File: config.mk
export PLATFORM = sky130hd
export DESIGN_NAME = mac_tile_dual_flat
export DESIGN_NICKNAME = d
export VERILOG_FILES = /design/src/rtl/mac_tile_dual_if.sv /design/src/rtl/mac_tile_dual.sv /design/src/flat_wrapper.sv
export SDC_FILE = /design/constraint.sdc
export NUM_CORES = 1
export LEC_CHECK = 0
export ABC_AREA = 1
export BUFFER_PORTS_ARGS = -buffer_cell sky130_fd_sc_hd__buf_2
export CELL_PAD_IN_SITES_DETAIL_PLACEMENT = 2
export CELL_PAD_IN_SITES_GLOBAL_PLACEMENT = 2
export CORE_ASPECT_RATIO = 1.2
export CORE_MARGIN = 4
export CORE_UTILIZATION = 33
export CTS_BUF_LIST = sky130_fd_sc_hd__clkbuf_8 sky130_fd_sc_hd__clkbuf_16
export CTS_CLUSTER_SIZE = 24
export DETAILED_ROUTE_END_ITERATION = 10
export PLACE_DENSITY = 0.9
export SLEW_MARGIN = 20
export SYNTH_ARGS = -nofsm -noshare
export SYNTH_HDL_FRONTEND = slang
export SYNTH_SLANG_ARGS = --single-unit
File: constraint.sdc
create_clock -name clk -period 4.02 [get_ports clk]
set_clock_uncertainty 0.2 [all_clocks]
set_input_delay 0.603 -clock clk [delete_from_list [all_inputs] [get_ports clk]]
set_output_delay 0.603 -clock clk [all_outputs]
set_load 0.01 [all_outputs]
File: src/rtl/mac_tile_dual_if.sv
// Neighbour bus of one dual-mode MAC tile: west/north inputs, east/south outputs.
// The tile connects through the slave modport; whatever drives the west and
// north edges (neighbour tiles or a bench) connects through the master modport.
interface mac_tile_dual_if #(
   parameter int bw      = 4,
   parameter int psum_bw = 16
);
   logic signed [bw-1:0]      in_w;
   logic        [3:0]         inst_w;
   logic signed [psum_bw-1:0] in_n;
   logic signed [bw-1:0]      out_e;
   logic        [3:0]         inst_e;
   logic signed [psum_bw-1:0] out_s;

   modport master (
      output in_w, inst_w, in_n,
      input  out_e, inst_e, out_s
   );

   modport slave (
      input  in_w, inst_w, in_n,
      output out_e, inst_e, out_s
   );
endinterface

File: src/rtl/mac_tile_dual.sv
// Dual-mode systolic MAC tile.
// Weight-stationary mode: a weight is loaded once, then every exec adds
// in_w * weight to the psum arriving from the north and sends it south.
// Output-stationary mode: the weight arrives on in_n, products accumulate
// locally and are drained south on request, chaining the north tiles' results.
// inst bits: [0] load, [1] exec, [2] os select, [3] drain / weight clear.
// Priority each cycle is exec > drain/wclr > load.
module mac_tile_dual #(
   parameter int bw      = 4,
   parameter int psum_bw = 16,
   parameter int SAT     = 0
) (
   input logic           clk,
   input logic           reset,
   mac_tile_dual_if.slave tile
);

   typedef enum logic [1:0] {
      S_EMPTY    = 2'd0,
      S_LOADED   = 2'd1,
      S_OS_ACC   = 2'd2,
      S_OS_DRAIN = 2'd3
   } state_t;

   localparam logic signed [psum_bw-1:0] PSUM_MAX = {1'b0, {(psum_bw-1){1'b1}}};
   localparam logic signed [psum_bw-1:0] PSUM_MIN = {1'b1, {(psum_bw-1){1'b0}}};

   // Registered state and outputs
   state_t                    state_q;
   logic signed [bw-1:0]      b_q;
   logic signed [psum_bw-1:0] acc_q;
   logic signed [psum_bw-1:0] out_s_q;
   logic signed [bw-1:0]      out_e_q;
   logic        [3:0]         inst_e_q;

   // Instruction decode
   logic inst_load;
   logic inst_exec;
   logic inst_os;
   logic inst_drain;

   assign inst_load  = tile.inst_w[0];
   assign inst_exec  = tile.inst_w[1];
   assign inst_os    = tile.inst_w[2];
   assign inst_drain = tile.inst_w[3];

   // Two's-complement adder of psum width: wraps, or clamps when SAT is set.
   function automatic logic signed [psum_bw-1:0] add_fit(
      input logic signed [psum_bw-1:0] a,
      input logic signed [psum_bw-1:0] b
   );
      logic signed [psum_bw:0] sum;
      sum = {a[psum_bw-1], a} + {b[psum_bw-1], b};
      if ((SAT != 0) && (sum[psum_bw] != sum[psum_bw-1])) begin
         return sum[psum_bw] ? PSUM_MIN : PSUM_MAX;
      end
      return sum[psum_bw-1:0];
   endfunction

   // Operands are sign-extended to the full product width before multiplying,
   // so the product is exact; it is then sign-extended to psum width.
   logic signed [bw-1:0]        wt_os;
   logic signed [2*bw-1:0]      w_ext;
   logic signed [2*bw-1:0]      b_ext;
   logic signed [2*bw-1:0]      wt_ext;
   logic signed [2*bw-1:0]      prod_ws;
   logic signed [2*bw-1:0]      prod_os;
   logic signed [psum_bw-1:0]   prod_ws_p;
   logic signed [psum_bw-1:0]   prod_os_p;
   logic signed [psum_bw-1:0]   wt_os_p;
   logic signed [psum_bw-1:0]   acc_base;
   logic signed [psum_bw-1:0]   ws_sum_d;
   logic signed [psum_bw-1:0]   os_sum_d;

   assign wt_os     = tile.in_n[bw-1:0];
   assign w_ext     = (2*bw)'(tile.in_w);
   assign b_ext     = (2*bw)'(b_q);
   assign wt_ext    = (2*bw)'(wt_os);
   assign prod_ws   = w_ext * b_ext;
   assign prod_os   = w_ext * wt_ext;
   assign prod_ws_p = psum_bw'(prod_ws);
   assign prod_os_p = psum_bw'(prod_os);
   assign wt_os_p   = psum_bw'(wt_os);

   // A fresh output-stationary pass after a drain starts from zero.
   assign acc_base  = (state_q == S_OS_DRAIN) ? '0 : acc_q;
   assign ws_sum_d  = add_fit(tile.in_n, prod_ws_p);
   assign os_sum_d  = add_fit(acc_base, prod_os_p);

   // A load is consumed only when it wins priority and the tile has room for
   // a weight; otherwise the load bit is forwarded east to the next tile.
   logic load_consume;
   logic load_fwd;

   assign load_consume = inst_load && !inst_exec && !inst_drain &&
                         ((state_q == S_EMPTY) || (state_q == S_OS_DRAIN));
   assign load_fwd     = inst_load && !load_consume;

   // Tile FSM with registered outputs; reset clears weight, accumulator and outputs.
   always_ff @(posedge clk or negedge reset) begin
      if (!reset) begin
         state_q  <= S_EMPTY;
         b_q      <= '0;
         acc_q    <= '0;
         out_s_q  <= '0;
         out_e_q  <= '0;
         inst_e_q <= '0;
      end else begin
         out_e_q  <= tile.in_w;
         inst_e_q <= {tile.inst_w[3:1], load_fwd};

         if (inst_exec) begin
            if (inst_os) begin
               // Output-stationary MAC; the weight continues south.
               acc_q   <= os_sum_d;
               out_s_q <= wt_os_p;
               state_q <= S_OS_ACC;
            end else begin
               // Weight-stationary MAC, or pass-through without a weight.
               // The accumulator is left alone so an OS pass can resume.
               if (state_q == S_LOADED) begin
                  out_s_q <= ws_sum_d;
               end else begin
                  out_s_q <= tile.in_n;
               end
               if (state_q == S_OS_DRAIN) begin
                  state_q <= S_EMPTY;
               end
            end
         end else if (inst_drain) begin
            if (!inst_os) begin
               // Weight clear.
               b_q     <= '0;
               state_q <= S_EMPTY;
            end else begin
               case (state_q)
                  S_OS_ACC: begin
                     out_s_q <= acc_q;
                     acc_q   <= '0;
                     state_q <= S_OS_DRAIN;
                  end
                  S_OS_DRAIN: begin
                     out_s_q <= tile.in_n;
                  end
                  default: begin
                     // Nothing accumulated: emit nothing, out_s holds.
                  end
               endcase
            end
         end else if (inst_load) begin
            if (load_consume) begin
               b_q     <= tile.in_w;
               state_q <= S_LOADED;
            end
         end else if (state_q == S_OS_DRAIN) begin
            state_q <= S_EMPTY;
         end
      end
   end

   assign tile.out_s  = out_s_q;
   assign tile.out_e  = out_e_q;
   assign tile.inst_e = inst_e_q;

endmodule

File: src/flat_wrapper.sv
// flat-port wrapper written by rule: the top's interface ports become plain ports
module mac_tile_dual_flat 
#(
   parameter int bw      = 4,
   parameter int psum_bw = 16,
   parameter int SAT     = 0
)
  (clk, reset, tile_in_w, tile_inst_w, tile_in_n, tile_out_e, tile_inst_e, tile_out_s);
  mac_tile_dual_if #(.bw(bw), .psum_bw(psum_bw)) tile_i ();
  input logic clk;
  input logic reset;
  input wire logic [$bits(tile_i.in_w)-1:0] tile_in_w;
  input wire logic [$bits(tile_i.inst_w)-1:0] tile_inst_w;
  input wire logic [$bits(tile_i.in_n)-1:0] tile_in_n;
  output wire logic [$bits(tile_i.out_e)-1:0] tile_out_e;
  output wire logic [$bits(tile_i.inst_e)-1:0] tile_inst_e;
  output wire logic [$bits(tile_i.out_s)-1:0] tile_out_s;
  assign tile_i.in_w = tile_in_w;
  assign tile_i.inst_w = tile_inst_w;
  assign tile_i.in_n = tile_in_n;
  assign tile_out_e = tile_i.out_e;
  assign tile_inst_e = tile_i.inst_e;
  assign tile_out_s = tile_i.out_s;
  mac_tile_dual #(.bw(bw), .psum_bw(psum_bw), .SAT(SAT)) u_core (.clk(clk), .reset(reset), .tile(tile_i));
endmodule
==> results.md, run 1 <==
* Area delta synth->final at 29.57%
* Crit path launch type: flip-flop
* CTS buffer count at 5
* Initial DRC count at 353
* Die height at around 160 µm
* Number of synthesized register bits at between 40 and 50
* Critical path class: reg -> reg
* Die Wd at around 130 µm
* Most used DFF post-synth: dfrtp_1
* Core ar. at ~18000 µm²
* Critical Path RT at around 4.0 ns
* Failing checks: negative setup slack
* CP endpoint kind: flip-flop
* Pwr Density at approximately 950 nW/µm²
* Final Max Tran Viols at 0
* Hold Buf Count CTS at 0
* DRT Wirelength at approximately 32000 µm
* Async SR Flop Fraction at 1.000
* Compound-cell area share of the yosys netlist at 0.1015
* Core Rows at between 50 and 60
* Initial antenna violation count at 0
* Fmax at 239.3 MHz
* Mux share of post-synthesis cell area at 0
* Largest net degree at the start of global routing at 26
* Post-synthesis average cell area at roughly 7.4 µm²
* Final setup TNS at -0.7075 ns
* Syn nets at roughly 990
* Post-DP HPWL at between 20000 and 25000 µm
* Tcrit/Tclk final at 1.040
* Non-filler instance count after layout at approximately 1.2k
* Ys Warns at 0
* H-tree depth at 2
* Total power at 7.599 mW
* Global-route wire length before repair at roughly 43000 µm
* Buffers from clock root to sink, at most at 2
* P_leak at around 4.3 nW
* Vias at ~6.5k
* Commonest non-fill, non-tap cell in the layout: inv_1
* Synth Area in Adders at 0.3358
* Worst R2R Start: u_core.state_q[1]$_DFFE_PN0P_
* Reg2reg setup slack at -0.16 ns
* CTS tree: built
* Layout cells sized above 1 at 0.2785
* HP Class: in -> async
* Mapped cell area at between 6000 and 7000 µm²
* Filler instances at 2082
* Reg2reg end: u_core.acc_q[12]$_DFFE_PN0P_
* ANT nets after route at 0
* GR Overflow Total at 0
* Final hold vios at 0
* RSZ-0062 raised after global routing: true
* Slew headroom at 0.4712
* Port bufs at between 40 and 50
* Root buf cell: clkbuf_16
* Post-synthesis xor/xnor area fraction at 0.02265
* Placer Congestion at between 0.8 and 0.9
* Peak VDD IR at around 0.75 mV
* Starting Density at 0.3378
* Worst path arrival time at 4.15 ns
* Outcome: complete, but fails checks
* Initial DRT Pass Iterations at 4
* Max cap viols at 0
* Pre-CTS setup slack at -0.5337 ns
* Worst Setup SP: u_core.state_q[1]$_DFFE_PN0P_
* Most frequent cells in the layout: inv_1 (176), nand2_1 (172), buf_4 (82)
* Nets at ~1.1k
* Post-synth EDFFs at 0
* DIE AREA at roughly 21000 µm²
* Drt wl/cell at roughly 26 µm
* Worst skew pair latency at about 0.33 ns
* Synth unique cells at 41
* Gate Count Post-Synth at approximately 840
* Number of placed I/O pins at 50
* Final setup vio count at 8
* R2R depth at 16
* Sequential share of the synthesized area at 0.1861
* Placed insts at about 1.2k
* Worst Max-Slew Pin Slew at 0.7923 ns
* Vias in the first global route at 7495
* Clock sinks at between 40 and 50
* Post-Synth Simple-Gate Area at 0.2152
* Critical path peak fanout at 17
* GRT Total Usage at 0.2659
* Reg clk slew, reported paths at about 0.09 ns
* Post-route minimum period at approximately 4.2 ns
* Inserted Diodes at 0
* DRC violations left at 0
* Largest family of logic cells by synthesized area: adder cells
* Final setup margin at -0.1589 ns
* Vias per inst at between 5 and 6
worst max path at each step:
| stage | end | cells past startpoint | slack [ns] |
|---|---|---|---|
| floorplan | u_core.acc_q[9]$_DFFE_PN0P_ | 13 | 0.03 |
| global placement | u_core.tile.out_s[14]$_DFFE_PN0P_ | 19 | -0.28 |
| detailed placement | u_core.acc_q[15]$_DFFE_PN0P_ | 20 | -0.53 |
| finish | u_core.acc_q[12]$_DFFE_PN0P_ | 16 | -0.16 |
| CTS | u_core.acc_q[15]$_DFFE_PN0P_ | 16 | -0.02 |
| global route | u_core.acc_q[12]$_DFFE_PN0P_ | 16 | -0.27 |
layer usage:
layer,vias to the layer above,GRT usage,share of wire
met3,93,0.02606,0.030
met1,3418,0.2888,0.39
met4,0,0.1069,0.043
met5,-,0,0
li1,2821,-,-
met2,210,0.5261,0.53
cell usage after synthesis (9+ instances only):
cell	instances	area share
a21oi_1	45	0.036
dfrtp_1	46	0.19
fa_1	60	0.19
ha_1	70	0.14
inv_1	188	0.11
nand2_1	184	0.11
nand2_2	9	0.0091
nand3_1	38	0.031
nor2_1	77	0.047
o21ai_0	29	0.023
o22ai_1	9	0.0091
xnor2_1	10	0.014
cell type report:
type	count	area (µm²)	share of cell area
multi-input cells	579	4688	0.5849
flip-flops and latches	46	1152	0.1438
repair buffers	138	967.2	0.1207
inverters	195	748.2	0.09335
well taps	252	315.3	0.03934
clock buffers	5	125.1	0.01561
clock inverters	3	18.77	0.002342
power by group:
group	internal, mW	total [mW]	switching, mW
Clock	0.233	0.485	0.252
Combinational	2.63	6.38	3.76
Sequential	0.618	0.729	0.111
critical path, cell delays in order, from the launching register on:
cell,delay (ns)
dfrtp_1,0.42
ha_4,0.21
buf_8,0.18
nor2_1,0.23
ha_1,0.30
fa_1,0.51
inv_1,0.08
fa_1,0.56
inv_2,0.08
ha_4,0.27
a21oi_4,0.20
nand2_4,0.11
nand2_1,0.09
nand3_2,0.10
a21o_1,0.21
nor2_1,0.13
o22ai_1,0.12
through the flow:
step	area, µm²	hold slack (ns)	util
after floorplan	6186	0.1074	-
after global placement	7269	0.2572	0.3970
after detailed placement	7269	0.2604	0.3970
after CTS	7561	0.1692	0.4129
after global routing	8015	0.1889	0.4377
final	8015	0.1217	0.4377
timing repair:
item,4_1_cts,5_1_grt
gates cloned,0,0
gates resized for setup,42,94
pin swaps,11,27
buffers inserted,1,5
endpoints found under the setup margin,18,20
logic make-up (layout without fill, tap and decap cells):
| kind of cell | count (synthesis) | count (layout) |
|---|---|---|
| fa+ha+maj | 130 | 130 |
| compound gates | 111 | 111 |
| flops | 46 | 46 |
| xor+xnor | 16 | 16 |
| buf+inv | 213 | 341 |
| simple gates | 322 | 322 |
registers in the layout, summed over array words and instances (netlist names):
signal / count
u_core.acc_q: 16
u_core.b_q: 4
u_core.state_q: 2
u_core.tile.inst_e: 4
u_core.tile.out_e: 4
u_core.tile.out_s: 16
(Power assumes the default switching activity.)
==> run 2: changes to the inputs <==
--- a/config.mk
+++ b/config.mk
@@ -10,7 +10,6 @@
 export CELL_PAD_IN_SITES_DETAIL_PLACEMENT = 2
 export CELL_PAD_IN_SITES_GLOBAL_PLACEMENT = 2
 export CORE_ASPECT_RATIO = 1.2
-export CORE_MARGIN = 4
 export CORE_UTILIZATION = 33
 export CTS_BUF_LIST = sky130_fd_sc_hd__clkbuf_8 sky130_fd_sc_hd__clkbuf_16
 export CTS_CLUSTER_SIZE = 24
==> results.md, run 2 (synthesis results as in run 1) <==
* Number of placed I/O pins at 50 (unchanged)
* Peak VDD IR at 0.3975 mV (-47%)
* Vias per inst at 5.825 (+8.4%)
* DRT Wirelength at 38410 µm (+22%)
* WP buf/inv at 3 (unchanged)
* P_leak at 4.420 nW (+3.5%)
* Critical path peak fanout at 4 (-13)
* Placed insts at 1183 (-1.7%)
* Vias at 7054 (+7.8%)
* Worst Max-Slew Pin Slew at 0.8019 ns (+0.009601 ns)
* Core Rows at 54 (unchanged)
* Port bufs at 49 (unchanged)
* Post-DP HPWL at 21910 µm (-0.80%)
* Failing checks: negative setup slack
* Worst path arrival time at 4.20 ns (+0.05 ns)
* Nets at 1142 (+1.9%)
* Vias in the first global route at 7898 (+5.4%)
* Slew headroom at 0.4654 (-0.005819)
* Most frequent cells in the layout: inv_1 (172), nand2_1 (157), buf_4 (102)
* Hold Buf Count CTS at 0 (unchanged)
* Crit path largest cell delay at 0.50 ns (-0.06 ns)
* Critical path class: reg -> reg
* Final setup margin at -0.1714 ns (-0.01255 ns)
* Root buf cell: clkbuf_16
* Die Wd at 127.0 µm (-4.5%)
* Post-route cell area at 8496 µm² (+6.0%)
* GRT Total Usage at 0.3395 (+0.07361)
* Max Used Layer: met4
* Drt wl/cell at 31.72 µm (+22%)
* Clock sinks at 46 (unchanged)
* CP most frequent cell: nand2_1
* Starting Density at 0.3391 (+0.001251)
* CTS tree: built
* Critical Path RT at 4.03 ns (+0.04 ns)
* Global-route wire length before repair at 48560 µm (+14%)
* Final Max Tran Viols at 0 (unchanged)
* Final hold vios at 0 (unchanged)
* Slowest stage cell, crit path: fa_1
* Inserted Diodes at 0 (unchanged)
* Crit path launch type: flip-flop
* ANT nets after route at 0 (unchanged)
* H-tree depth at 2 (unchanged)
* Cell family with most CP delay: adder cells
* Die height at 152.0 µm (-3.8%)
* Tcrit/Tclk final at 1.043 (+0.003121)
* Pre-CTS setup slack at -0.5145 ns (+0.01922 ns)
* DRC violations left at 0 (unchanged)
* Pwr Density at 1025 nW/µm² (+8.2%)
* Cell breakdown of the critical path: inv_2 > nor2_2 > fa_1 > fa_1 > inv_1 > fa_1 > inv_1 > ha_4 > a21oi_2 > nand2_4 > nand3_2 > nand3_2 > nand2_1 > nand2_1 > o21ai_2 > nand2_1 > nand2_1 > nand2_1
* Post-route minimum period at 4.191 ns (+0.01255 ns)
* Non-filler instance count after layout at 1211 (-0.57%)
* Placed Area at 7337 µm² (+0.93%)
* DIE AREA at 19300 µm² (-8.1%)
* Outcome: complete, but fails checks
* Initial DRT Pass Iterations at 4 (unchanged)
* Worst skew pair latency at 0.33 ns (about the same)
* Max cap viols at 0 (unchanged)
* Fmax at 238.6 MHz (-0.30%)
* Initial antenna violation count at 0 (unchanged)
* HP Class: in -> async
* CTS buffer count at 5 (unchanged)
* Largest net degree at the start of global routing at 28 (+7.7%)
* Commonest non-fill, non-tap cell in the layout: inv_1
* Placer Congestion at 0.8336 (+0.99%)
* Core ar. at 18240 µm² (-0.37%)
* WL met2 at 19150 µm (+14%)
* Met1 WL at 14450 µm (+16%)
* Initial DRC count at 385 (+9.1%)
* Buffers from clock root to sink, at most at 2 (unchanged)
* CP endpoint kind: flip-flop
* Area delta synth->final at 37.34%
* Reg2reg setup slack at -0.17 ns (about the same)
* Layout cells sized above 1 at 0.3404 (+0.06196)
* Reg clk slew, reported paths at 0.08 ns (about the same)
* Met3 routed WL at 1863 µm (+95%)
* GR Overflow Total at 0 (unchanged)
* Final setup vio count at 13 (+5)
[run 2: cell count changes in the layout (fill, tap and decap cells not counted), sizes merged]
cell / delta
inv: +1
buf: +20
clkinv: -1
clkbuf: +1
[run 2: per-layer routing]
layer,track usage,up-vias
met5,0,-
met4,0.1729,0
met3,0.04225,179
met2,0.6248,341
met1,0.3796,3663
li1,-,2871
[run 2: worst paths after layout]
check / start / cells past startpoint / to
min in group clk: tile_in_w[3] / 1 / u_core.tile.out_e[3]$_DFF_PN0_
min: reset / 1 / u_core.tile.out_e[1]$_DFF_PN0_
min reg2reg: u_core.tile.out_s[7]$_DFFE_PN0P_ / 2 / u_core.tile.out_s[7]$_DFFE_PN0P_
max: u_core.b_q[3]$_DFFE_PN0P_ / 18 / u_core.tile.out_s[14]$_DFFE_PN0P_
max reg2reg: u_core.b_q[3]$_DFFE_PN0P_ / 18 / u_core.tile.out_s[14]$_DFFE_PN0P_
max in group asynchronous: reset / 2 / u_core.b_q[1]$_DFFE_PN0P_
[run 2: power breakdown]
part	internal [mW]	switching, mW	leakage (nW)
clock network	0.233	0.261	0.0740
logic	3.07	4.41	3.79
registers	0.619	0.119	0.554
total	3.92	4.79	4.42
[run 2: per-stage QoR]
stage / hold WS [ns] / util / power, mW / setup TNS (ns)
final: 0.1468 / 0.4657 / 8.712 / -1.210
after global routing: 0.1771 / 0.4657 / 9.052 / -2.918
after CTS: 0.1838 / 0.4213 / 6.616 / 0
after detailed placement: 0.2603 / 0.4022 / 5.738 / -7.792
after global placement: 0.2567 / 0.4022 / 5.162 / -2.784
after floorplan: 0.1074 / - / 3.501 / 0
[run 2: final cells by class]
cell class,count,area (µm²)
multi-input combinational,579,4982
tap,224,280.3
fill,2037,9747
inverter,195,747.0
timing repair buffer,159,1189
sequential,46,1154
clock buffer,5,125.1
clock inverter,3,18.77
[run 2: worst reg2reg max path: stages, from the launching register on]
cell     delay [ns]
dfrtp_1        0.41
inv_2          0.10
nor2_2         0.18
fa_1           0.50
fa_1           0.46
inv_1          0.18
fa_1           0.47
inv_1          0.11
ha_4           0.22
a21oi_2        0.30
nand2_4        0.14
nand3_2        0.09
nand3_2        0.08
nand2_1        0.07
nand2_1        0.06
o21ai_2        0.20
nand2_1        0.11
nand2_1        0.10
nand2_1        0.08
[run 2: repair_timing]
item,in CTS,in global routing
setup endpoints to repair,18,20
pin swaps,1,64
setup buffers,2,17
gates resized for setup,46,154
gates cloned,0,1
